--- src/rtl/pcb_read_responder_if.sv ---
// pcb_read_responder_if: bundles every non-clock signal of the PCB read
// responder.
//   - Requester side: per-port line-read request/ack, shared returned line
//     with per-port valid strobes, and per-port bufid release request/ack.
//   - RAM read port: address, strobe and data.
//   - Free-bufid manager: bufid, write/ack handshake and the release counter.
// Signal names carry the direction as seen from the responder.
//   slave  : the responder (pcb_read_responder)
//   master : everything around it (ports, RAM, free manager)
interface pcb_read_responder_if;
    logic [15:0]  iv_pkt_raddr_p0;
    logic [15:0]  iv_pkt_raddr_p1;
    logic         i_pkt_rd_p0;
    logic         i_pkt_rd_p1;
    logic         o_pkt_raddr_ack_p0;
    logic         o_pkt_raddr_ack_p1;
    logic [133:0] ov_pkt_data;
    logic         o_pkt_data_wr_p0;
    logic         o_pkt_data_wr_p1;
    logic [8:0]   iv_pkt_bufid_p0;
    logic [8:0]   iv_pkt_bufid_p1;
    logic         i_pkt_bufid_wr_p0;
    logic         i_pkt_bufid_wr_p1;
    logic         o_pkt_bufid_ack_p0;
    logic         o_pkt_bufid_ack_p1;
    logic [15:0]  ov_ram_raddr;
    logic         o_ram_rd;
    logic [133:0] iv_ram_rdata;
    logic [8:0]   ov_free_bufid;
    logic         o_free_bufid_wr;
    logic         i_free_bufid_ack;
    logic [15:0]  ov_release_cnt;

    modport slave (
        input  iv_pkt_raddr_p0, iv_pkt_raddr_p1, i_pkt_rd_p0, i_pkt_rd_p1,
        output o_pkt_raddr_ack_p0, o_pkt_raddr_ack_p1,
        output ov_pkt_data, o_pkt_data_wr_p0, o_pkt_data_wr_p1,
        input  iv_pkt_bufid_p0, iv_pkt_bufid_p1, i_pkt_bufid_wr_p0, i_pkt_bufid_wr_p1,
        output o_pkt_bufid_ack_p0, o_pkt_bufid_ack_p1,
        output ov_ram_raddr, o_ram_rd,
        input  iv_ram_rdata,
        output ov_free_bufid, o_free_bufid_wr,
        input  i_free_bufid_ack,
        output ov_release_cnt
    );

    modport master (
        output iv_pkt_raddr_p0, iv_pkt_raddr_p1, i_pkt_rd_p0, i_pkt_rd_p1,
        input  o_pkt_raddr_ack_p0, o_pkt_raddr_ack_p1,
        input  ov_pkt_data, o_pkt_data_wr_p0, o_pkt_data_wr_p1,
        output iv_pkt_bufid_p0, iv_pkt_bufid_p1, i_pkt_bufid_wr_p0, i_pkt_bufid_wr_p1,
        input  o_pkt_bufid_ack_p0, o_pkt_bufid_ack_p1,
        input  ov_ram_raddr, o_ram_rd,
        output iv_ram_rdata,
        input  ov_free_bufid, o_free_bufid_wr,
        output i_free_bufid_ack,
        input  ov_release_cnt
    );
endinterface

--- src/rtl/pcb_read_responder.sv ---
// pcb_read_responder: serving end of the PCB read / bufid-release interface.
// Round-robin arbitrates line reads from port 0 (host tx) and port 1 (network
// tx) onto the single PCB RAM read port and steers each returned 134-bit line
// back to its requester. Independently serializes bufid releases from both
// ports toward the free-bufid manager and counts completed releases.
// Ports:
//   i_clk    clock
//   i_rst_n  asynchronous active-low reset
//   bus      pcb_read_responder_if.slave (requesters, RAM read port, free manager)
// RD_LATENCY: cycles from o_ram_rd high to iv_ram_rdata valid (1..4).
module pcb_read_responder #(
    parameter int unsigned RD_LATENCY = 2
) (
    input  logic                i_clk,
    input  logic                i_rst_n,
    pcb_read_responder_if.slave bus
);

    typedef enum logic [1:0] {RelIdle, RelWait, RelAck} rel_state_e;

    // ---------------- read path ----------------
    logic              ack_p0_q, ack_p1_q;
    logic              ram_rd_q;
    logic [15:0]       ram_raddr_q;
    logic              last_grant_q;
    logic              elig_p0, elig_p1, grant, grant_port;
    logic [RD_LATENCY:0] tag_valid_q, tag_port_q;
    logic [133:0]      pkt_data_q;
    logic              data_wr_p0_q, data_wr_p1_q;

    // A port still showing its ack this cycle is about to drop rd; do not regrant.
    assign elig_p0 = bus.i_pkt_rd_p0 & ~ack_p0_q;
    assign elig_p1 = bus.i_pkt_rd_p1 & ~ack_p1_q;
    assign grant   = elig_p0 | elig_p1;

    always_comb begin
        grant_port = elig_p1;
        if (elig_p0 && elig_p1) begin
            grant_port = ~last_grant_q;
        end
    end

    always_ff @(posedge i_clk or negedge i_rst_n) begin
        if (!i_rst_n) begin
            ack_p0_q     <= 1'b0;
            ack_p1_q     <= 1'b0;
            ram_rd_q     <= 1'b0;
            ram_raddr_q  <= '0;
            last_grant_q <= 1'b1;
            tag_valid_q  <= '0;
            tag_port_q   <= '0;
            pkt_data_q   <= '0;
            data_wr_p0_q <= 1'b0;
            data_wr_p1_q <= 1'b0;
        end else begin
            ram_rd_q <= grant;
            ack_p0_q <= grant & ~grant_port;
            ack_p1_q <= grant & grant_port;
            if (grant) begin
                ram_raddr_q  <= grant_port ? bus.iv_pkt_raddr_p1 : bus.iv_pkt_raddr_p0;
                last_grant_q <= grant_port;
            end
            // Tag stage i is live in the (i+1)th cycle after the grant edge, so
            // the last stage lines up with RAM data becoming valid.
            tag_valid_q  <= {tag_valid_q[RD_LATENCY-1:0], grant};
            tag_port_q   <= {tag_port_q[RD_LATENCY-1:0], grant & grant_port};
            data_wr_p0_q <= tag_valid_q[RD_LATENCY] & ~tag_port_q[RD_LATENCY];
            data_wr_p1_q <= tag_valid_q[RD_LATENCY] & tag_port_q[RD_LATENCY];
            if (tag_valid_q[RD_LATENCY]) begin
                pkt_data_q <= bus.iv_ram_rdata;
            end
        end
    end

    assign bus.o_pkt_raddr_ack_p0 = ack_p0_q;
    assign bus.o_pkt_raddr_ack_p1 = ack_p1_q;
    assign bus.o_ram_rd           = ram_rd_q;
    assign bus.ov_ram_raddr       = ram_raddr_q;
    assign bus.ov_pkt_data        = pkt_data_q;
    assign bus.o_pkt_data_wr_p0   = data_wr_p0_q;
    assign bus.o_pkt_data_wr_p1   = data_wr_p1_q;

    // ---------------- release path ----------------
    rel_state_e   rel_state_q;
    logic         rel_last_q;
    logic         rel_sel;
    logic [8:0]   free_bufid_q;
    logic         free_wr_q;
    logic [15:0]  release_cnt_q;
    logic         bufid_ack_p0_q, bufid_ack_p1_q;

    always_comb begin
        rel_sel = bus.i_pkt_bufid_wr_p1;
        if (bus.i_pkt_bufid_wr_p0 && bus.i_pkt_bufid_wr_p1) begin
            rel_sel = ~rel_last_q;
        end
    end

    always_ff @(posedge i_clk or negedge i_rst_n) begin
        if (!i_rst_n) begin
            rel_state_q    <= RelIdle;
            rel_last_q     <= 1'b1;
            free_bufid_q   <= '0;
            free_wr_q      <= 1'b0;
            release_cnt_q  <= '0;
            bufid_ack_p0_q <= 1'b0;
            bufid_ack_p1_q <= 1'b0;
        end else begin
            case (rel_state_q)
                RelIdle: begin
                    if (bus.i_pkt_bufid_wr_p0 || bus.i_pkt_bufid_wr_p1) begin
                        rel_last_q   <= rel_sel;
                        free_bufid_q <= rel_sel ? bus.iv_pkt_bufid_p1 : bus.iv_pkt_bufid_p0;
                        free_wr_q    <= 1'b1;
                        rel_state_q  <= RelWait;
                    end
                end
                RelWait: begin
                    if (bus.i_free_bufid_ack) begin
                        free_wr_q      <= 1'b0;
                        release_cnt_q  <= release_cnt_q + 16'd1;
                        // rel_last_q still names the port being served.
                        bufid_ack_p0_q <= ~rel_last_q;
                        bufid_ack_p1_q <= rel_last_q;
                        rel_state_q    <= RelAck;
                    end
                end
                RelAck: begin
                    bufid_ack_p0_q <= 1'b0;
                    bufid_ack_p1_q <= 1'b0;
                    rel_state_q    <= RelIdle;
                end
                default: begin
                    rel_state_q <= RelIdle;
                end
            endcase
        end
    end

    assign bus.ov_free_bufid      = free_bufid_q;
    assign bus.o_free_bufid_wr    = free_wr_q;
    assign bus.ov_release_cnt     = release_cnt_q;
    assign bus.o_pkt_bufid_ack_p0 = bufid_ack_p0_q;
    assign bus.o_pkt_bufid_ack_p1 = bufid_ack_p1_q;

endmodule

--- src/flat_wrapper.sv ---
// flat-port wrapper written by rule: the top's interface ports become plain ports
module pcb_read_responder_flat 
#(
    parameter int unsigned RD_LATENCY = 2
)
  (i_clk, i_rst_n, bus_iv_pkt_raddr_p0, bus_iv_pkt_raddr_p1, bus_i_pkt_rd_p0, bus_i_pkt_rd_p1, bus_o_pkt_raddr_ack_p0, bus_o_pkt_raddr_ack_p1, bus_ov_pkt_data, bus_o_pkt_data_wr_p0, bus_o_pkt_data_wr_p1, bus_iv_pkt_bufid_p0, bus_iv_pkt_bufid_p1, bus_i_pkt_bufid_wr_p0, bus_i_pkt_bufid_wr_p1, bus_o_pkt_bufid_ack_p0, bus_o_pkt_bufid_ack_p1, bus_ov_ram_raddr, bus_o_ram_rd, bus_iv_ram_rdata, bus_ov_free_bufid, bus_o_free_bufid_wr, bus_i_free_bufid_ack, bus_ov_release_cnt);
  pcb_read_responder_if bus_i ();
  input  logic i_clk;
  input  logic i_rst_n;
  input wire logic [$bits(bus_i.iv_pkt_raddr_p0)-1:0] bus_iv_pkt_raddr_p0;
  input wire logic [$bits(bus_i.iv_pkt_raddr_p1)-1:0] bus_iv_pkt_raddr_p1;
  input wire logic [$bits(bus_i.i_pkt_rd_p0)-1:0] bus_i_pkt_rd_p0;
  input wire logic [$bits(bus_i.i_pkt_rd_p1)-1:0] bus_i_pkt_rd_p1;
  output wire logic [$bits(bus_i.o_pkt_raddr_ack_p0)-1:0] bus_o_pkt_raddr_ack_p0;
  output wire logic [$bits(bus_i.o_pkt_raddr_ack_p1)-1:0] bus_o_pkt_raddr_ack_p1;
  output wire logic [$bits(bus_i.ov_pkt_data)-1:0] bus_ov_pkt_data;
  output wire logic [$bits(bus_i.o_pkt_data_wr_p0)-1:0] bus_o_pkt_data_wr_p0;
  output wire logic [$bits(bus_i.o_pkt_data_wr_p1)-1:0] bus_o_pkt_data_wr_p1;
  input wire logic [$bits(bus_i.iv_pkt_bufid_p0)-1:0] bus_iv_pkt_bufid_p0;
  input wire logic [$bits(bus_i.iv_pkt_bufid_p1)-1:0] bus_iv_pkt_bufid_p1;
  input wire logic [$bits(bus_i.i_pkt_bufid_wr_p0)-1:0] bus_i_pkt_bufid_wr_p0;
  input wire logic [$bits(bus_i.i_pkt_bufid_wr_p1)-1:0] bus_i_pkt_bufid_wr_p1;
  output wire logic [$bits(bus_i.o_pkt_bufid_ack_p0)-1:0] bus_o_pkt_bufid_ack_p0;
  output wire logic [$bits(bus_i.o_pkt_bufid_ack_p1)-1:0] bus_o_pkt_bufid_ack_p1;
  output wire logic [$bits(bus_i.ov_ram_raddr)-1:0] bus_ov_ram_raddr;
  output wire logic [$bits(bus_i.o_ram_rd)-1:0] bus_o_ram_rd;
  input wire logic [$bits(bus_i.iv_ram_rdata)-1:0] bus_iv_ram_rdata;
  output wire logic [$bits(bus_i.ov_free_bufid)-1:0] bus_ov_free_bufid;
  output wire logic [$bits(bus_i.o_free_bufid_wr)-1:0] bus_o_free_bufid_wr;
  input wire logic [$bits(bus_i.i_free_bufid_ack)-1:0] bus_i_free_bufid_ack;
  output wire logic [$bits(bus_i.ov_release_cnt)-1:0] bus_ov_release_cnt;
  assign bus_i.iv_pkt_raddr_p0 = bus_iv_pkt_raddr_p0;
  assign bus_i.iv_pkt_raddr_p1 = bus_iv_pkt_raddr_p1;
  assign bus_i.i_pkt_rd_p0 = bus_i_pkt_rd_p0;
  assign bus_i.i_pkt_rd_p1 = bus_i_pkt_rd_p1;
  assign bus_o_pkt_raddr_ack_p0 = bus_i.o_pkt_raddr_ack_p0;
  assign bus_o_pkt_raddr_ack_p1 = bus_i.o_pkt_raddr_ack_p1;
  assign bus_ov_pkt_data = bus_i.ov_pkt_data;
  assign bus_o_pkt_data_wr_p0 = bus_i.o_pkt_data_wr_p0;
  assign bus_o_pkt_data_wr_p1 = bus_i.o_pkt_data_wr_p1;
  assign bus_i.iv_pkt_bufid_p0 = bus_iv_pkt_bufid_p0;
  assign bus_i.iv_pkt_bufid_p1 = bus_iv_pkt_bufid_p1;
  assign bus_i.i_pkt_bufid_wr_p0 = bus_i_pkt_bufid_wr_p0;
  assign bus_i.i_pkt_bufid_wr_p1 = bus_i_pkt_bufid_wr_p1;
  assign bus_o_pkt_bufid_ack_p0 = bus_i.o_pkt_bufid_ack_p0;
  assign bus_o_pkt_bufid_ack_p1 = bus_i.o_pkt_bufid_ack_p1;
  assign bus_ov_ram_raddr = bus_i.ov_ram_raddr;
  assign bus_o_ram_rd = bus_i.o_ram_rd;
  assign bus_i.iv_ram_rdata = bus_iv_ram_rdata;
  assign bus_ov_free_bufid = bus_i.ov_free_bufid;
  assign bus_o_free_bufid_wr = bus_i.o_free_bufid_wr;
  assign bus_i.i_free_bufid_ack = bus_i_free_bufid_ack;
  assign bus_ov_release_cnt = bus_i.ov_release_cnt;
  pcb_read_responder #(.RD_LATENCY(RD_LATENCY)) u_core (.i_clk(i_clk), .i_rst_n(i_rst_n), .bus(bus_i));
endmodule
--- config.mk ---
export PLATFORM = sky130hd
export DESIGN_NAME = pcb_read_responder_flat
export DESIGN_NICKNAME = d
export VERILOG_FILES = /design/src/rtl/pcb_read_responder_if.sv /design/src/rtl/pcb_read_responder.sv /design/src/flat_wrapper.sv
export SDC_FILE = /design/constraint.sdc
export NUM_CORES = 1
export LEC_CHECK = 0
export CORE_MARGIN = 1.5
export CORE_UTILIZATION = 35
export DETAILED_ROUTE_END_ITERATION = 8
export PLACE_DENSITY = 0.83
export SLEW_MARGIN = 20
export SYNTH_ARGS = -nofsm -noshare
export SYNTH_HDL_FRONTEND = slang
export SYNTH_SLANG_ARGS = --single-unit
--- constraint.sdc ---
create_clock -name i_clk -period 1.5 [get_ports i_clk]
set_input_delay 0.3 -clock i_clk [delete_from_list [all_inputs] [get_ports i_clk]]
set_output_delay 0.3 -clock i_clk [all_outputs]
set_load 0.005 [all_outputs]
# --- Yosys cells after proc, flatten, opt, wreduce, memory -nomap -nowiden ---
# Index checks and enable logic that the tools add are counted.
totals:
  register_bits: 193
  input_bits: 191
  output_inout_bits: 183
  elab_cells: 60
classes:
  n_addsub: 1
  n_eq_ne: 4
  muxes: 14
  bitwise_logic: 13
  reduce_logical: 11
ops:
  columns: ["cell", "count"]
  rows:
  - ["16-bit by 1-bit adder with 16-bit output, second input constant", 1]
  - ["16-bit two-way mux", 1]
  - ["9-bit two-way mux", 1]
  - ["2-bit AND reduction", 4]
  - ["1-bit bitwise AND", 6]
  - ["1-bit two-way mux", 6]
  - ["1-bit inverter", 6]
  - ["1-bit case mux with 2 select lines", 3]
  - ["2-bit two-way mux", 2]
  - ["2-bit case mux with 2 select lines", 1]
  - ["2-bit nonzero test", 2]
  - ["3-bit AND reduction", 1]
  - ["2-bit by 1-bit == test with 1-bit output, second input constant", 1]
  - ["2-bit == test, second input constant", 1]
  - ["1-bit logical AND", 2]
  - ["2-bit logical NOT", 1]
  - ["2-bit by 1-bit != test with 1-bit output, second input constant", 1]
  - ["2-bit != test, second input constant", 1]
  - ["1-bit logical OR", 1]
  - ["1-bit bitwise OR", 1]

# --- Longest topological paths before layout ---
# Gate-level depths: netlist of run 1.
logic_depth:
  word_depth: 6
  depth_mapped: 6

# --- Least setup slack after synthesis of run 1 ---
# No wires, ideal clock.
synth_path:
  path_kind: "reg-to-reg"
  from: "reg u_core.tag_port_q[0] (netlist name)"
  to: "reg u_core.ram_raddr_q[10], in the netlist u_core.bus.ov_ram_raddr[10]"
  setup_ns: 0.118
  arrival_time_ns: 1.361
  path_slack_ns: 0.021
  stages_incl_launch_ff: 7
  path_buffers: 2
  period_less_slack_ns: 1.479
  path_cell_list: "dfrtp_1 nand2b_4 and2_1 buf_2 buf_4 a22o_1 a21o_1"
synth_lines:
  columns: ["element", "line", "source"]
  rows:
  - ["end signal, assigned", "pcb_read_responder.sv:60", "ram_raddr_q <= grant_port ? bus.iv_pkt_raddr_p1 : bus.iv_pkt_raddr_p0;"]
  - ["end, declared", "pcb_read_responder.sv:24", "logic [15:0] ram_raddr_q;"]

# --- Worst setup path after layout of run 1 ---
layout_path:
  from: "reg u_core.ram_raddr_q[4], in the netlist u_core.bus.ov_ram_raddr[4]"
  to: "out bus_ov_ram_raddr[4]"
layout_lines:
  columns: ["element", "line", "source"]
  rows:
  - ["end, declared", "flat_wrapper.sv:25", "output wire logic [$bits(bus_i.ov_ram_raddr)-1:0] bus_ov_ram_raddr;"]
# No word-level cell between the ends.

==> results of run 1 <==
-- metrics by stage --
step	util (%)	total power, uW	hold slack [ns]
3_5_place_dp	57.1	12600	0.250
2_1_floorplan	-	8980	0.00441
3_3_place_gp	57.1	12400	0.247
6_report	59.7	16100	0.357
4_1_cts	59.7	16400	0.350
5_1_grt	59.7	17100	0.356
-- synthesized netlist by cell type (all sizes together) --
cell	number	share of area, %
dfrtp	189	64
nand3	7	0.48
o21ai	14	0.95
nor3	2	0.27
nand4	3	0.34
and2	5	0.42
buf	22	1.6
nor2	5	0.36
or2	1	0.085
and3	3	0.25
nand2b	4	0.44
xnor2	9	1.1
ha	1	0.17
nand2	19	0.97
clkbuf	2	0.10
nor2b	2	0.17
a31oi	2	0.37
mux2i	10	1.4
inv	4	0.20
mux2	135	21
a21o	16	1.6
a21boi	1	0.10
and4b	1	0.14
dfstp	2	0.71
a22o	16	1.9
and4	2	0.24
xor2	6	0.71
-- repair_timing --
item | CTS | global route
buffers inserted | 24 | 0
cloned | 0 | 0
endpoints found under the setup margin | 183 | 4
gates resized for setup | 188 | 3
hold buffers | 1 | 0
endpoints found under the hold margin | 28 | 0
-- sequential cells by signal (all words and copies together) (netlist names) --
name                           count
u_core.bus.o_pkt_bufid_ack_p1      1
u_core.bus.o_pkt_data_wr_p0        1
u_core.tag_port_q                  3
u_core.rel_last_q                  1
u_core.last_grant_q                1
u_core.bus.o_pkt_raddr_ack_p0      1
u_core.bus.ov_ram_raddr           16
u_core.bus.o_pkt_bufid_ack_p0      1
u_core.bus.o_pkt_data_wr_p1        1
u_core.bus.ov_release_cnt         16
u_core.bus.ov_free_bufid           9
u_core.bus.o_free_bufid_wr         1
u_core.tag_valid_q                 3
u_core.rel_state_q                 2
u_core.bus.ov_pkt_data           134
-- power groups by stage --
stage / clock network, uW / registers (uW) / logic, uW
after floorplan: 0 / 7130 / 1840
after global placement: 0 / 7100 / 5330
after detailed placement: 0 / 7150 / 5430
after CTS: 4460 / 6980 / 4910
after global routing: 4710 / 7130 / 5240
final: 4340 / 6970 / 4830
-- layout make-up --
type / instances / area, um2 / area share, %
clock inverters: 14 / 131 / 1.08
flip-flops and latches: 191 / 4790 / 39.3
multi-input cells: 264 / 2440 / 20.0
repair buffers: 431 / 4050 / 33.2
well taps: 270 / 338 / 2.77
clock buffers: 18 / 429 / 3.52
inverters: 4 / 15.0 / 0.123
-- routing by layer --
| layer | up-vias | part of all wire [%] | track usage, % |
|---|---|---|---|
| met3 | 41 | 7.6 | 6.05 |
| met1 | 2652 | 38 | 20.8 |
| met2 | 247 | 51 | 33.7 |
| met4 | 0 | 2.8 | 7.23 |
| met5 | - | 0 | 0 |
| li1 | 2554 | - | - |
-- kinds of logic after synthesis --
| group | count (synthesis) | share of synthesized area (%) |
|---|---|---|
| adders and majority gates | 1 | 0.170 |
| buffers and inverters | 28 | 1.94 |
| muxes | 145 | 22.0 |
| AOI/OAI and AO/OA | 49 | 4.96 |
| DFF | 191 | 65.0 |
| xor gates and xnor gates | 15 | 1.78 |
| and+or+nand+nor | 54 | 4.16 |
-- worst max path at each step --
stage / from / endpoint / slack [ns] / cells after the start
2_1_floorplan: u_core.tag_port_q[0] / u_core.bus.ov_ram_raddr[10] / 0.02 / 6
3_3_place_gp: bus_i_free_bufid_ack / u_core.bus.ov_release_cnt[14] / -0.24 / 5
3_5_place_dp: bus_i_free_bufid_ack / u_core.bus.ov_release_cnt[12] / -0.32 / 5
4_1_cts: u_core.tag_port_q[0] / bus_o_pkt_raddr_ack_p1 / 0.002 / 2
5_1_grt: u_core.tag_port_q[0] / u_core.bus.ov_ram_raddr[0] / 0.007 / 6
6_report: u_core.bus.ov_ram_raddr[4] / bus_ov_ram_raddr[4] / 0.07 / 1
==> results.txt, run 1 <==
----------------------------------------------------
[Die]
  Die outline width ... around 150 um
  Placeable core area ... a little over 0.02 mm2
  Starting Density ... between 30 and 40%
  Ports ... 374
  Row count ... 52
  Height of the chip ... between 100 and 150 um
  Die area ... between 0.02 and 0.025 mm2

[GRT]
  Global-route wire length before repair ... 31,800 um
  Initial antenna violation count ... 0
  Pin count of the biggest net entering global routing ... 46
  Grt ovf ... 0
  Via count of the first global-routing pass ... roughly 6.1k
  Tot GR Track Use ... 18.9%

[STA]
  Final-layout setup total negative slack ... 0 ns
  Maximum frequency from static timing analysis ... about 0.70 GHz
  Setup slack after layout ... about 0.072 ns
  Number of setup violations in the final report ... 0
  RSZ-0062 raised after global routing ... false
  Final setup skew ... approximately 0.017 ns
  Fin crit share ... between 90% and 100%
  Minimum period implied by the final worst setup slack ... around 1.4 ns
  Hold violation count in the final report ... 0
  Headroom to the max-slew limit ... between 70% and 80%
  Number of pins with negative max-slew slack in the final report ... 0
  Worst Tran Pin Value ... 0.347 ns

[Clock tree]
  CTS clk-pin slew, worst paths ... about 0.080 ns
  H-Tree Depth ... 4
  Number of buffers on the longest clock path ... 2
  Inserted Clock Buffers ... 17
  # clock sinks ... roughly 190
  TritonCTS clock tree ... built
  Root cell of the clock tree ... sky130_fd_sc_hd__clkbuf_16
  Clk Latency, worst-skew pair ... 0.43 ns

[Status]
  Run status ... completed

[Routing]
  Routed wire length ... 20,300 um
  Number of nets with antenna violations after detailed routing ... 0
  First-iteration detailed-routing DRC count ... approximately 130
  Total number of vias ... approximately 5.5k
  Number of vias per cell after detailed routing ... between 4 and 5
  Post-detailed-route wirelength per cell ... between 15 and 20 um
  Initial DRT Pass Iterations ... 4
  Remaining routing DRC violations ... 0

[Synth]
  Share of synthesized area occupied by flip-flops and latches ... 65.0%
  Count of unique library cells instantiated by Yosys ... 32
  Post-Syn Area ... 0.00736 mm2
  Post-Syn Area per Cell ... roughly 15 um2
  Register bit count reported by yosys ... ~190
  Synth warn ... 0
  Post-synth net total ... a little under 700
  Mapped Cells ... between 400 and 500

[Finish]
  Filler Cell Count ... about 1.7k
  Number of nets in the layout ... 1,101
  Number of antenna repair diodes ... 0
  Area overhead of the layout relative to synthesis ... 65.6%
  Leading cell types in the layout, fill and taps excluded ... 189 x sky130_fd_sc_hd__clkdlybuf4s50_1, 186 x sky130_fd_sc_hd__dfrtp_1, 181 x sky130_fd_sc_hd__dlygate4sd2_1
  Most common cell after layout, fill and taps aside ... sky130_fd_sc_hd__clkdlybuf4s50_1
  Post-route cell area ... roughly 0.012 mm2
  Final cell count without fillers ... roughly 1.2k
  Ratio of cells with drive above 1 in the final layout ... 25.9%

[Hold path]
  Path category of the worst min-delay check ... primary input to asynchronous set/reset pin

[Worst setup path]
  Element type at the critical path start ... flip-flop
  Critical R2R Capture ... u_core.bus.ov_ram_raddr[14]
  Data arrival time at the worst-slack endpoint ... approximately 1.1 ns
  Slowest-stage cell, CP ... sky130_fd_sc_hd__dfrtp_1
  Worst Path Required ... between 1 and 1.5 ns
  Element type at the critical path end ... output pin
  R2r startpoint ... u_core.tag_port_q[0]
  Count of buffer and inverter cells on the critical path ... 1
  Critical path type ... flip-flop to output pin
  Largest incremental delay on the critical path ... approximately 0.42 ns
  Maximum fanout encountered on the critical timing path ... 2
  Ordered cell list for the critical path ... dlygate4sd2_1
  Slack of the worst reg-to-reg path ... around 0.080 ns
  Crit-path leading delay family ... flip-flops
  Count of cells along the worst register-to-register path ... 5

[Place]
  Estimated wirelength of the detail-placed design ... 15,400 um
  DP Worst Slack ... -0.318 ns
  Cell Count Post-Placement ... about 1.1k
  Area of placed instances ... between 0.01 and 0.015 mm2
  Routability congestion estimate ... 0.779
  Number of buffers added on ports ... roughly 370

[Power]
  Switching Fraction ... 28.6%
  Power density relative to cell area ... about 1300 mW/mm2
  Largest voltage drop on the vdd net ... 0.000790 V
  Internal Power ... around 12,000 uW
  Part of the power in combinational logic ... ~30%
  Sequential group share of total power ... between 40% and 50%
  Clock network power share ... about 27%
  Switching component of the power ... between 4000 and 5000 uW
  Static leakage power ... ~0.0057 uW

[Run]
  Max-cap viol count ... 0

----------------------------------------------------
No activity file was read; power rests on OpenSTA's default activity.
==> run 2: changes to the inputs <==
--- a/config.mk
+++ b/config.mk
@@ -6,9 +6,9 @@
 export NUM_CORES = 1
 export LEC_CHECK = 0
 export CORE_MARGIN = 1.5
-export CORE_UTILIZATION = 35
+export CORE_UTILIZATION = 36
 export DETAILED_ROUTE_END_ITERATION = 8
-export PLACE_DENSITY = 0.83
+export PLACE_DENSITY = 0.84
 export SLEW_MARGIN = 20
 export SYNTH_ARGS = -nofsm -noshare
 export SYNTH_HDL_FRONTEND = slang
==> results.txt, run 2 (synthesis gave the netlist of run 1 again) <==
----------------------------------------------------
[Worst setup path]
  Critical path type ... flip-flop to output pin
  Element type at the critical path end ... output pin
  Largest incremental delay on the critical path ... just over 0.4 ns
  Count of buffer and inverter cells on the critical path ... 1
  Element type at the critical path start ... flip-flop
  Slowest-stage cell, CP ... sky130_fd_sc_hd__dfrtp_1
  Crit-path leading delay family ... flip-flops
  Ordered cell list for the critical path ... dlygate4sd2_1
  Maximum fanout encountered on the critical timing path ... 3
  Data arrival time at the worst-slack endpoint ... approximately 1.1 ns
  Worst Path Required ... between 1 and 1.5 ns
  Number of cells on the critical path ... 1
  Count of cells along the worst register-to-register path ... 5
  Worst setup path start ... u_core.bus.ov_release_cnt[14]
  R2r startpoint ... u_core.tag_port_q[0]

[STA]
  Headroom to the max-slew limit ... approximately three quarters
  Minimum period implied by the final worst setup slack ... 1.43 ns
  Worst Tran Pin Value ... 0.365 ns
  Hold violation count in the final report ... 0
  Number of setup violations in the final report ... 0
  Final setup skew ... roughly 0.016 ns
  Fin crit share ... a little over nine tenths
  Maximum frequency from static timing analysis ... around 0.70 GHz
  RSZ-0062 raised after global routing ... false
  Number of pins with negative max-slew slack in the final report ... 0

[Finish]
  Filler Cell Count ... roughly 1.6k
  Multi-input logic area ... ~0.0025 mm2
  Most common cell after layout, fill and taps aside ... sky130_fd_sc_hd__clkdlybuf4s50_1
  Leading cell types in the layout, fill and taps excluded ... 189 x sky130_fd_sc_hd__clkdlybuf4s50_1, 185 x sky130_fd_sc_hd__dfrtp_1, 183 x sky130_fd_sc_hd__dlygate4sd2_1
  Number of flip-flops in the largest register ... 134
  Number of nets in the layout ... about 1.1k
  Post-route cell area ... approximately 0.012 mm2
  Final cell count without fillers ... approximately 1.2k
  Post-layout utilization of the core ... 60.7%
  Ratio of cells with drive above 1 in the final layout ... around a quarter
  Storage element area ... 0.00479 mm2
  Area overhead of the layout relative to synthesis ... 66.2%

[Die]
  Placeable core area ... 0.0202 mm2
  Die outline width ... between 100 and 150 um
  Ports ... ~370
  Height of the chip ... between 100 and 150 um
  Die area ... 0.0213 mm2
  Row count ... 52
  Starting Density ... between 30% and 40%

[Clock tree]
  Number of buffers on the longest clock path ... 2
  CTS clk-pin slew, worst paths ... roughly 0.08 ns
  TritonCTS clock tree ... built
  Inserted Clock Buffers ... 17
  Root cell of the clock tree ... sky130_fd_sc_hd__clkbuf_16
  Clk Latency, worst-skew pair ... ~0.43 ns
  H-Tree Depth ... 4
  # clock sinks ... ~190

[GRT]
  Initial antenna violation count ... 1
  Grt met3 use ... approximately 6.6%
  Pin count of the biggest net entering global routing ... between 40 and 50
  Busiest layer in global routing ... met2
  Met2 track demand over resource ... between 30% and 40%
  Via count of the first global-routing pass ... a little over 6k
  Grt ovf ... 0
  Tot GR Track Use ... about a fifth
  Met1 Use GR ... around a fifth
  Global-route wire length before repair ... ~32,000 um

[Routing]
  Routed wire length ... 20,300 um
  First-iteration detailed-routing DRC count ... roughly 150
  Initial DRT Pass Iterations ... 4
  Post-detailed-route wirelength per cell ... roughly 17 um
  Remaining routing DRC violations ... 0
  Number of nets with antenna violations after detailed routing ... 0
  Total number of vias ... between 5k and 6k
  Number of vias per cell after detailed routing ... between 4 and 5

[Place]
  Area of placed instances ... approximately 0.012 mm2
  Cell Count Post-Placement ... between 1k and 1.5k
  Estimated wirelength of the detail-placed design ... between 10,000 and 15,000 um
  Routability congestion estimate ... 0.767
  Number of buffers added on ports ... roughly 370

[Status]
  Run status ... completed

[Power]
  Power density relative to cell area ... 1330 mW/mm2
  Static leakage power ... about 0.0057 uW
  Largest voltage drop on the vdd net ... 0.000734 V

[Run]
  Max-cap viol count ... 0

[Hold path]
  Path category of the worst min-delay check ... primary input to asynchronous set/reset pin

----------------------------------------------------
==> run 2: cell count changes in the layout (fill, tap and decap cells not counted), moves of 2 or more <==
cell,delta
sky130_fd_sc_hd__clkbuf_8,+2
sky130_fd_sc_hd__dlygate4sd2_1,+2
sky130_fd_sc_hd__buf_4,+5
sky130_fd_sc_hd__buf_12,-2
sky130_fd_sc_hd__inv_6,+2
==> run 2: worst paths after layout <==
check	end	slack, ns
setup / recovery	bus_ov_release_cnt[14]	0.07
hold / removal	u_core.bus.ov_free_bufid[0]	0.35
setup reg to reg	u_core.bus.ov_ram_raddr[13]	0.07
hold reg to reg	u_core.tag_port_q[2]	0.35
max in group asynchronous	u_core.last_grant_q	0.55
min in group i_clk	u_core.tag_port_q[2]	0.35
==> run 2: metal layers <==
layer	share of wire, %	wire length [um]
met1	38	7800
met2	51	10400
met3	7.5	1530
met4	2.7	539
met5	0	0
==> run 2: stage by stage <==
step	power [uW]	TNS [ns]	setup slack, ns	hold WS (ns)
4_1_cts	16400	0	0.00965	0.339
2_1_floorplan	8980	0	0.0212	0.00441
3_5_place_dp	12600	-8.04	-0.272	0.260
3_3_place_gp	12400	-6.57	-0.261	0.251
5_1_grt	17100	0	0.0168	0.365
6_report	16200	0	0.0689	0.351
==> run 2: timing repair <==
action                     CTS  global route
pin swaps                    0             1
hold buffers                 1             0
buffers inserted            30             0
hold endpoints to repair    26             0
resized for setup          187             5
cloned                       0             0
setup endpoints to repair  183            20
==> run 2: layout make-up <==
| type | instances | area share [%] |
|---|---|---|
| flip-flops and latches | 191 | 39.1 |
| clock buffers | 19 | 3.70 |
| well taps | 270 | 2.76 |
| clock inverters | 13 | 0.971 |
| repair buffers | 435 | 33.2 |
| inverters | 4 | 0.123 |
| multi-input cells | 264 | 20.0 |
| diodes | 1 | 0.0205 |
==> run 2: power by group <==
part	total, uW	leakage [uW]	internal [uW]	switching, uW
clock	4380	0.000282	2280	2090
sequential	6970	0.00226	6340	621
combinational	4880	0.00313	3000	1880
total	16200	0.00568	11600	4600
